`config.mk`:
```
export PLATFORM = sky130hd
export DESIGN_NAME = if_fetch_stage_flat
export DESIGN_NICKNAME = d
export VERILOG_FILES = /design/src/rtl/if_fetch_stage_pkg.sv /design/src/rtl/if_fetch_stage_if.sv /design/src/rtl/if_fetch_stage_if_id_reg.sv /design/src/rtl/if_fetch_stage.sv /design/src/flat_wrapper.sv
export SDC_FILE = /design/constraint.sdc
export NUM_CORES = 1
export LEC_CHECK = 0
export CORE_MARGIN = 8
export CORE_UTILIZATION = 58
export CTS_CLUSTER_SIZE = 12
export DETAILED_ROUTE_END_ITERATION = 16
export DONT_BUFFER_PORTS = 1
export GPL_TIMING_DRIVEN = 0
export PLACE_DENSITY_LB_ADDON = 0.08
export SETUP_SLACK_MARGIN = 0.5
export SLEW_MARGIN = 20
export SYNTH_ARGS = -nofsm -noshare
export SYNTH_HDL_FRONTEND = slang
export SYNTH_HIERARCHICAL = 1
export SYNTH_SLANG_ARGS = --single-unit
```
`constraint.sdc`:
```
create_clock -name clk -period 2.32 [get_ports clk]
set_input_delay 0.464 -clock clk [delete_from_list [all_inputs] [get_ports clk]]
set_output_delay 0.464 -clock clk [all_outputs]
set_load 0.02 [all_outputs]
```
`src/rtl/if_fetch_stage_pkg.sv`:
```
// if_pkg: shared types and constants for the instruction-fetch stage
package if_pkg;
  localparam int INS_W = 32;
  localparam logic [31:0] PC_INC = 32'd4;
  typedef enum logic [1:0] {FETCH, WAIT, HOLD, DROP} state_t;
endpackage

```
`src/rtl/if_fetch_stage_if.sv`:
```
// if_fetch_stage_if: instruction-memory ready/valid port (master = fetch stage)
interface if_fetch_stage_if;
  import if_pkg::*;
  logic req;
  logic [31:0] addr;
  logic ready;
  logic rvalid;
  logic [INS_W-1:0] rdata;
  modport master(output req, addr, input ready, rvalid, rdata);
  modport slave(input req, addr, output ready, rvalid, rdata);
endinterface

```
`src/rtl/if_fetch_stage_if_id_reg.sv`:
```
// if_id_reg: IF/ID pipeline register with flush over freeze over load/bubble
module if_id_reg
  import if_pkg::*;
(
  input  logic             clk,
  input  logic             rst,
  input  logic             flush,
  input  logic             freeze,
  input  logic             load,
  input  logic [INS_W-1:0] next_ins,
  input  logic [31:0]      next_pc,
  output logic [INS_W-1:0] ins,
  output logic [31:0]      pc,
  output logic             valid
);
  // flush kills the slot, freeze holds everything, otherwise load or bubble
  always_ff @(posedge clk or posedge rst)
    if (rst) begin
      ins   <= '0;
      pc    <= '0;
      valid <= 1'b0;
    end else if (flush) begin
      valid <= 1'b0;
    end else if (!freeze) begin
      valid <= load;
      if (load) begin
        ins <= next_ins;
        pc  <= next_pc;
      end
    end
endmodule

```
`src/rtl/if_fetch_stage.sv`:
```
// if_fetch_stage: PC, single-outstanding imem fetch, skid buffer, IF/ID output; IF_PERF_CNT_EN adds fetch/squash counters
module if_fetch_stage
  import if_pkg::*;
#(
  parameter logic [31:0] RESET_PC = 32'h0000_0000
) (
  input  logic                  clk,
  input  logic                  rst,
  input  logic                  hazard,
  input  logic                  Branch_taken,
  input  logic [31:0]           Branch_Address,
  if_fetch_stage_if.master      imem,
  output logic [INS_W-1:0]      Ins,
  output logic [31:0]           PC,
  output logic                  valid
`ifdef IF_PERF_CNT_EN
  ,
  output logic [31:0]           fetch_cnt,
  output logic [31:0]           squash_cnt
`endif
);
  state_t state;
  logic [31:0] pc_q;
  logic [31:0] pc_next;
  logic [INS_W-1:0] skid_q;
  logic load;
  assign pc_next   = pc_q + PC_INC;
  assign imem.req  = state == FETCH;
  assign imem.addr = pc_q;
  assign load = !Branch_taken && !hazard && ((state == WAIT && imem.rvalid) || state == HOLD);
  // fetch FSM: one outstanding request, redirect on branch, park data in skid under hazard
  always_ff @(posedge clk or posedge rst)
    if (rst) begin
      state  <= FETCH;
      pc_q   <= RESET_PC;
      skid_q <= '0;
    end else begin
      case (state)
        FETCH: begin
          if (Branch_taken) pc_q <= Branch_Address;
          if (imem.ready) state <= Branch_taken ? DROP : WAIT;
        end
        WAIT: begin
          if (Branch_taken) begin
            pc_q  <= Branch_Address;
            state <= imem.rvalid ? FETCH : DROP;
          end else if (imem.rvalid && hazard) begin
            skid_q <= imem.rdata;
            state  <= HOLD;
          end else if (imem.rvalid) begin
            pc_q  <= pc_next;
            state <= FETCH;
          end
        end
        HOLD: begin
          if (Branch_taken) begin
            pc_q  <= Branch_Address;
            state <= FETCH;
          end else if (!hazard) begin
            pc_q  <= pc_next;
            state <= FETCH;
          end
        end
        DROP: begin
          if (Branch_taken) pc_q <= Branch_Address;
          if (imem.rvalid) state <= FETCH;
        end
      endcase
    end
  if_id_reg u_if_id (
    .clk      (clk),
    .rst      (rst),
    .flush    (Branch_taken),
    .freeze   (hazard),
    .load     (load),
    .next_ins (state == HOLD ? skid_q : imem.rdata),
    .next_pc  (pc_next),
    .ins      (Ins),
    .pc       (PC),
    .valid    (valid)
  );
`ifdef IF_PERF_CNT_EN
  logic squash;
  assign squash = (state == WAIT && imem.rvalid && Branch_taken) ||
                  (state == HOLD && Branch_taken) ||
                  (state == DROP && imem.rvalid);
  // count delivered instructions and branch-discarded responses/skid entries
  always_ff @(posedge clk or posedge rst)
    if (rst) begin
      fetch_cnt  <= '0;
      squash_cnt <= '0;
    end else begin
      if (load) fetch_cnt <= fetch_cnt + 32'd1;
      if (squash) squash_cnt <= squash_cnt + 32'd1;
    end
`endif
endmodule
```
`src/flat_wrapper.sv`:
```
// flat-port wrapper written by rule: the top's interface ports become plain ports
module if_fetch_stage_flat import if_pkg::*;
#(
  parameter logic [31:0] RESET_PC = 32'h0000_0000
)
  (clk, rst, hazard, Branch_taken, Branch_Address, Ins, PC, valid, imem_req, imem_addr, imem_ready, imem_rvalid, imem_rdata);
  if_fetch_stage_if imem_i ();
  input  logic clk;
  input  logic rst;
  input  logic hazard;
  input  logic Branch_taken;
  input  logic [31:0] Branch_Address;
  output logic [INS_W-1:0] Ins;
  output logic [31:0] PC;
  output logic valid;
  output wire logic [$bits(imem_i.req)-1:0] imem_req;
  output wire logic [$bits(imem_i.addr)-1:0] imem_addr;
  input wire logic [$bits(imem_i.ready)-1:0] imem_ready;
  input wire logic [$bits(imem_i.rvalid)-1:0] imem_rvalid;
  input wire logic [$bits(imem_i.rdata)-1:0] imem_rdata;
  assign imem_req = imem_i.req;
  assign imem_addr = imem_i.addr;
  assign imem_i.ready = imem_ready;
  assign imem_i.rvalid = imem_rvalid;
  assign imem_i.rdata = imem_rdata;
  if_fetch_stage #(.RESET_PC(RESET_PC)) u_core (.clk(clk), .rst(rst), .hazard(hazard), .Branch_taken(Branch_taken), .Branch_Address(Branch_Address), .imem(imem_i), .Ins(Ins), .PC(PC), .valid(valid));
endmodule
```
Word level (Yosys, flattened, before mapping) --
Cells that the tools add are included. Widths: inputs -> output; s select.
Storage, ports and cells: bits in latches 0, memories kept 0, RAM bits 0, register bits after elaboration 131, output and inout bits 98, logic and storage cells 50, ROM bits 0
Operators by class: muxes and demuxes 19, equality and inequality tests 9, multiply operators 0, $add $sub $neg 1, bitwise operators 2, shift-type cells 0, div/mod/pow operators 0, $lt $le $gt $ge 0, reduce and logical (&&, ||, !) cells 13
Operators with widths (number):
- $mux 32 | 7
- $pmux 32 s3 | 1
- $add 32x3->32 const B | 1
- $mux 2 | 8
- $ne 3x3->1 const B | 3
- $pmux 2 s4 | 1
- $ne 2x1->1 const B | 3
- $reduce_and 3->1 | 2
- $eq 2x2->1 const B | 2
- $logic_and 1x1->1 | 4
- $reduce_and 4->1 | 1
- $eq 2x1->1 const B | 1
- $logic_not 1->1 | 2
- $logic_not 2->1 | 1
- $mux 1 | 2
- $not 1->1 | 2
- $reduce_and 2->1 | 1
- $reduce_or 2->1 | 1
- $logic_or 1x1->1 | 1

Logic depth before layout (Yosys ltp) --
Gate-level depths: netlist of run 1.
depth in word-level cells 6, mapped depth 10, depth with buffers taken out 7

Hierarchy --
Netlist of run 1, hierarchy kept.
Modules (own cells, without submodules):
- if_fetch_stage | times used 1, cells an instance 399, area each 4041.4 µm², sequential area each 1651.6 µm²
- if_id_reg | times used 1, cells an instance 140, area each 2733.9 µm², sequential area each 1626.6 µm²

Worst setup path after synthesis of run 1 --
OpenSTA, ideal clock, no wires.
path kind register -> register, from register u_core.state[0], to register u_core.u_if_id.ins[0], path slack 40 ps, stages on the path, launching flop included 11, buffers on the path 4, clock period less this slack 2280 ps, required time 2195 ps, data arrival time 2155 ps, cell sequence dfrtp_1 -> inv_1 -> ha_1 -> buf_2 -> buf_1 -> a21oi_1 -> nor3_1 -> nor3b_2 -> buf_6 -> buf_12 -> mux2_4
Between the ends: longest elaborated chain between the ends 5, elaborated cells on any way between the ends 7
Ends and longest elaborated chain:
- from (decl) | line if_fetch_stage.sv:22 | state_t state;
- from (signal assigned) | line if_fetch_stage.sv:41 | if (imem.ready) state <= Branch_taken ? DROP : WAIT;
- from (signal assigned) | line if_fetch_stage.sv:46 | state <= imem.rvalid ? FETCH : DROP;
- $eq 2x1->1 | line if_fetch_stage.sv:30 | assign load = !Branch_taken && !hazard && ((state == WAIT && imem.rvalid) || state == HOLD);
- $logic_and 1x1->1 | line if_fetch_stage.sv:30
- $logic_or 1x1->1 * | line if_fetch_stage.sv:30
- $logic_and 1x1->1 * | line if_fetch_stage.sv:30
- net u_core.load | line if_fetch_stage.sv:26 | logic load;
- $reduce_and 3->1 (no line) *
- to (signal assigned) | line if_fetch_stage_if_id_reg.sv:27 | ins <= next_ins;
- to (decl) | line if_fetch_stage_if_id_reg.sv:12 | output logic [INS_W-1:0] ins,
The timed path passes the listed nets; every way through them passes the cells marked *. A chain may end at the register's enable or synchronous reset.

Worst setup path after layout of run 1 --
from register u_core.state[0], to register u_core.u_if_id.pc[10]
Between the ends: longest elaborated chain between the ends 5, elaborated cells on any way between the ends 6
Ends and longest elaborated chain:
- $eq 2x1->1 | line if_fetch_stage.sv:30
- $logic_and 1x1->1 | line if_fetch_stage.sv:30
- $logic_or 1x1->1 * | line if_fetch_stage.sv:30
- $logic_and 1x1->1 * | line if_fetch_stage.sv:30
- net u_core.load | line if_fetch_stage.sv:26
- $reduce_and 3->1 (no line) *
- to (signal assigned) | line if_fetch_stage_if_id_reg.sv:28 | pc <= next_pc;
- to (decl) | line if_fetch_stage_if_id_reg.sv:13 | output logic [31:0] pc,
Marks and branches as above.

==> results.md, run 1 <==
* IR drop worst, VDD at approximately 0.86 mV
* Critical Path End Type: flop
* Max stage delay on crit path at 0.40 ns
* Share of cells above drive strength 1 at 46.31%
* DR iter-0 viols at 220
* Die Area at 0.01540 mm^2
* Syn Area/Cell at 12.57 um^2
* Clock Path Buffers at 2
* Leading cell type in the layout, fill and taps excluded: dfrtp_1
* Residual DRC at 0
* Leakage Power at ~3.7 nW
* F_max at ~480 MHz
* Ant diodes at 0
* Die W at 124.1 um
* Crit-path cells: inv_2 -> ha_4 -> buf_6 -> buf_12 -> a21oi_2 -> nor3_2 -> nor3b_2 -> buf_6 -> buf_12 -> clkbuf_16 -> mux2_4
* Synth top area share at 48.38%
* Worst reg-to-reg setup slack at 0.25 ns
* Synth area leaders: dfrtp_1, mux2_4, mux2_2
* Clock Root Buffer: clkbuf_16
* Detailed Route WL at 17390 um
* Max-slew violation count at 0
* Min Tclk post-route at 2.068 ns
* Fraction of registers with async set/reset at between 90% and 100%
* Post-synth top area cell: dfrtp_1
* Total power at ~11 mW
* #FFs+latches synth at 131
* Setup crit start kind: flop
* Final Hold Vio Count at 0
* TritonCTS clock tree: done
* Worst hold path class: in2reg
* HPWL after DPL at ~12000 um
* DR WL met3 at 1743 um
* Pin count of the biggest net entering global routing at 30
* Netlist cell types at 48
* Worst slew margin at 59.33%
* Initial antenna violation count at 0
* Dpl cells at a little under 700
* Slowest CP cell: dfrtp_1
* Vias per cell at 5.838
* Die height at 124.1 um
* EDFF count, synth at 0
* Grt ovf at 0
* Most frequent cells in the layout: dfrtp_1, mux2_2, mux2_4, nand2_1, buf_4
* Status: complete, no violations
* Gpl congestion at about 0.82
* Fin crit share at 89.14%
* Unrepaired setup endpoints after global routing: true
* Max-Cap Viols at 0
* Crit path kind: reg2reg
* Core area at 0.01142 mm^2
* Total GRT Usage at 23.20%
* First-pass DRT Iterations at 4
* Via Count at 4390
* Finish-stage setup viols at 0
* Starting Density at 59.34%
* Synth Net Count at approximately 610
* Routed len/inst at 23.12 um
* First-pass GRT wire length at 27180 um
* Worst-Skew Late Latency at just over 0.4 ns
* Ys Warns at 6
* Routed wl met2 at 8721 um
* Clk sink count at ~130
* Mapped cell area at 0.006775 mm^2
* Ports at 168
* Gate Count Post-Synth at 539
* # rows at 39
* CP Max Fanout at 6
* Top sig layer: met4
* Final #Nets at 672
* Sequential share of the synthesized area at 48.38%
* Met1 Wirelength at 6712 um
* CTS clock-pin slew for the worst setup and hold paths at 0.05 ns
* Critical Path AT at 2.36 ns
* Prevailing post-synth register cell: dfrtp_1
* Clock skew at 0.007687 ns
* Buffers added on ports at 0
* Post-DRT Antenna Nets at 0
* Area Growth Syn to Fin at 23.40%
* Number of global-route vias before repair at between 4000 and 5000
* Least-Margin Pin Slew at around 0.61 ns
* H-tree depth at 4
* Total CTS buffers at 17
* Worst EP required at 2.61 ns
* Fin cells at between 700 and 800
* Pwr dens at around 1300 mW/mm^2
-- logic make-up after synthesis --
kind of cell             after synthesis  synth area share [%]
AO/OA/AOI/OAI                         44                 4.044
XOR/XNOR                              46                 5.946
adder cells (fa/ha/maj)                5                0.9234
multiplexers                         131                 25.08
AND/OR/NAND/NOR                      131                 10.25
flip-flops                           131                 48.38
buffers and inverters                 51                 5.374
-- worst paths after layout --
check,start,cells past startpoint,end
max,u_core/state[0],11,u_core/u_if_id/pc[10]
min,Branch_taken,1,u_core/u_if_id/valid
max reg2reg,u_core/state[0],11,u_core/u_if_id/pc[10]
min reg2reg,u_core/skid_q[9],1,u_core/skid_q[9]
max in group asynchronous,rst,3,u_core/imem.addr[2]
min in group asynchronous,rst,2,u_core/u_if_id/ins[10]
-- final cells by class --
class / instances / area, um^2
multi-input combinational: 357 / 3311
sequential: 131 / 3303
fill: 752 / 3058
timing repair buffer: 39 / 513.0
clock buffer: 21 / 470.5
buffer: 34 / 357.8
tap: 143 / 178.9
clock inverter: 10 / 155.1
inverter: 17 / 71.32
-- through the flow --
step | utilization (%) | area (um^2) | setup WS (ns) | hold WS (ns) | TNS [ns]
after floorplan | - | 6823 | 0.2779 | 0.4737 | 0
after global placement | 61.32 | 7002 | -0.06934 | 0.4804 | -3.742
after detailed placement | 62.15 | 7097 | -0.1224 | 0.4187 | -6.823
after CTS | 71.28 | 8139 | 0.2412 | 0.1009 | 0
after global routing | 73.22 | 8361 | 0.1644 | 0.1127 | 0
final | 73.22 | 8361 | 0.2519 | 0.1230 | 0
-- synthesized netlist by cell type (4+ instances only) --
master    number
a21oi_1        5
and3_1         6
buf_12         6
buf_4          4
clkbuf_1      14
dfrtp_1      131
ha_1           5
inv_1         17
mux2_2        70
mux2_4        60
nand2_1       56
nand3_1       15
nand4_1        9
nor2_1        11
nor3_1         9
o21ai_0       20
o21ai_1        5
o221ai_1       8
xnor2_1       22
xor2_1        24
-- report_power, final --
| part | switching [mW] | internal (mW) | leakage (nW) |
|---|---|---|---|
| clock network | 0.951 | 1.87 | 0.305 |
| registers | 1.69 | 3.25 | 1.61 |
| logic | 1.30 | 1.91 | 1.77 |
-- metal layers --
layer,track usage (%),vias to the layer above
met2,38.21,146
met3,9.701,22
met5,0,-
li1,-,1997
met4,7.361,0
met1,26.98,2225
-- timing repair --
action	4_1_cts	5_1_grt
endpoints found under the setup margin	124	126
pin swaps	5	8
endpoints found under the hold margin	36	0
buffers inserted	17	11
gates resized for setup	55	27
hold buffers	1	0
gates cloned	3	3
-- critical path, delay by kind of cell (launching register included) --
kind / cells / cell delay, ns
simple gates: 2 / 0.36
compound gates: 1 / 0.03
fa+ha+maj: 1 / 0.12
mux: 1 / 0.30
buf+inv: 6 / 0.74
flops: 1 / 0.40
-- sequential cells by signal, summed over array words and instances, names as in the netlist --
| register | cells |
|---|---|
| u_core/u_if_id/valid | 1 |
| u_core/state | 2 |
| u_core/imem.addr | 32 |
| u_core/u_if_id/ins | 32 |
| u_core/u_if_id/pc | 32 |
| u_core/skid_q | 32 |
Power figures use the tool's default switching activity.
==> inputs of run 2 (changes only) <==
- CAP_MARGIN: default -> 0
==> results of run 2 <==
No change in the layout: final DEF, timing and power equal those of run 1.
==> inputs of run 3 (changes only) <==
- CAP_MARGIN: 0 -> default
==> results of run 3 <==
No change in the layout: final DEF, timing and power equal those of run 1.
==> variant (settings of run 2) <==
The package constant `INS_W` goes from 32 to 64.
--- a/src/rtl/if_fetch_stage_pkg.sv
+++ b/src/rtl/if_fetch_stage_pkg.sv
@@ -1,6 +1,6 @@
 // if_pkg: shared types and constants for the instruction-fetch stage
 package if_pkg;
-  localparam int INS_W = 32;
+  localparam int INS_W = 64;
   localparam logic [31:0] PC_INC = 32'd4;
   typedef enum logic [1:0] {FETCH, WAIT, HOLD, DROP} state_t;
 endpackage
Interface: changed (resized Ins and imem_rdata); port bits go from 168 to 232. The function was not compared with the original's and may differ.
==> variant against run 2 <==
- the run now ends with negative setup slack left
- non-clock buffer count rose by 63
- routed wire length rose by 71%
- cell count rose by 43%
- die area rose by 33%
- combinational power rose by 96%
- utilization rose by 5.9 points
- cell area rose by 50%
- synthesized area rose by 39%
- worst setup slack got worse by 0.31 ns
- sequential cell count rose by 64
- first-iteration DRC count rose to 2.9 times the old value
- total power rose by 50%
- clock power rose by 6%
- critical endpoint is now u_core/u_if_id/pc[24]
- highest routed layer unchanged
==> variant: results (changes against run 2) <==
| Metric | Value |
|---|---|
| Clock Latency Late Sink | 0.43 ns (+0.02 ns) |
| Grt met1 use | 0.3321 (+0.06229) |
| Vias/cell | 6.453 (+11%) |
| NonClk Buf Share | 0.1360 (+0.03180) |
| Largest net degree at the start of global routing | 31 (+3.3%) |
| Rel. slew slack | 0.5341 (-0.05924) |
| Layout Utilization | 0.7914 (+0.05916) |
| Status | complete, but fails checks |
| Largest cells by area after synthesis | dfrtp_1 52%, mux2_2 22%, mux2_1 4.8% |
| Seq/total area | 0.3908 (-0.004328) |
| Sw Ratio | 0.3708 (+0.01189) |
| Met3 GRT Util | 0.1111 (+0.01414) |
| Drt pass-1 iters | 5 (+1) |
| CP max stage delay | 0.54 ns (+0.14 ns) |
| Worst VDD drop | 742.0 uV (-14%) |
| Share of layout cells above drive strength 1 | 0.5528 (+0.08979) |
| Fin cells | 1077 (+43%) |
| Inverters, non-clock | 11 (-6) |
| Per-cell routed wire length | 27.67 um (+20%) |
| First-pass GRT wire length | 43580 um (+60%) |
| Met2 usage | 0.4601 (+0.07795) |
| Core Area | 15890 um^2 (+39%) |
| Worst Setup SP | u_core/imem.addr[2] |
| Placed instance count | 969 (+41%) |
| Pre-CTS setup slack | -0.3760 ns (-0.2537 ns) |
| Post-Synthesis Cells | 747 (+39%) |
| Post-synth cell types | 53 (+10%) |
| CP max stage cell | dfrtp_2 |
| Final worst slack | -0.05606 ns (-0.3080 ns) |
| Setup violators final | 1 (+1) |
| Clk pwr share | 0.182 (-0.075) |
| WL met2 | 14780 um (+69%) |
| Leak | 0.005362 uW (+46%) |
| Met3 routed WL | 3270 um (+88%) |
| Combinational fraction of design power | 0.384 (+0.091) |
| Violated checks | negative setup slack |
-- variant: cell count changes in the layout (fill, tap and decap cells not counted), moves of 9 or more --
cell | run 2 | this run
dfrtp_1 | 111 | 169
nand4_1 | 9 | 21
mux2_2 | 66 | 132
nor2_1 | 11 | 32
buf_4 | 27 | 49
a31oi_1 | 1 | 14
buf_8 | 3 | 12
nand2_1 | 56 | 16
buf_12 | 11 | 20
mux2_4 | 64 | 94
buf_6 | 5 | 23
xor2_1 | 24 | 13
o21ai_0 | 20 | 6
or3_1 | 0 | 9
-- variant: logic make-up after synthesis --
| logic type | Yosys count | synth area share |
|---|---|---|
| xor gates and xnor gates | 29 | 0.02703 |
| adders and majority gates | 5 | 0.006657 |
| DFF | 195 | 0.5192 |
| AOI/OAI and AO/OA | 69 | 0.04993 |
| buffers and inverters | 63 | 0.03169 |
| and+or+nand+nor | 158 | 0.09253 |
| muxes | 228 | 0.2729 |
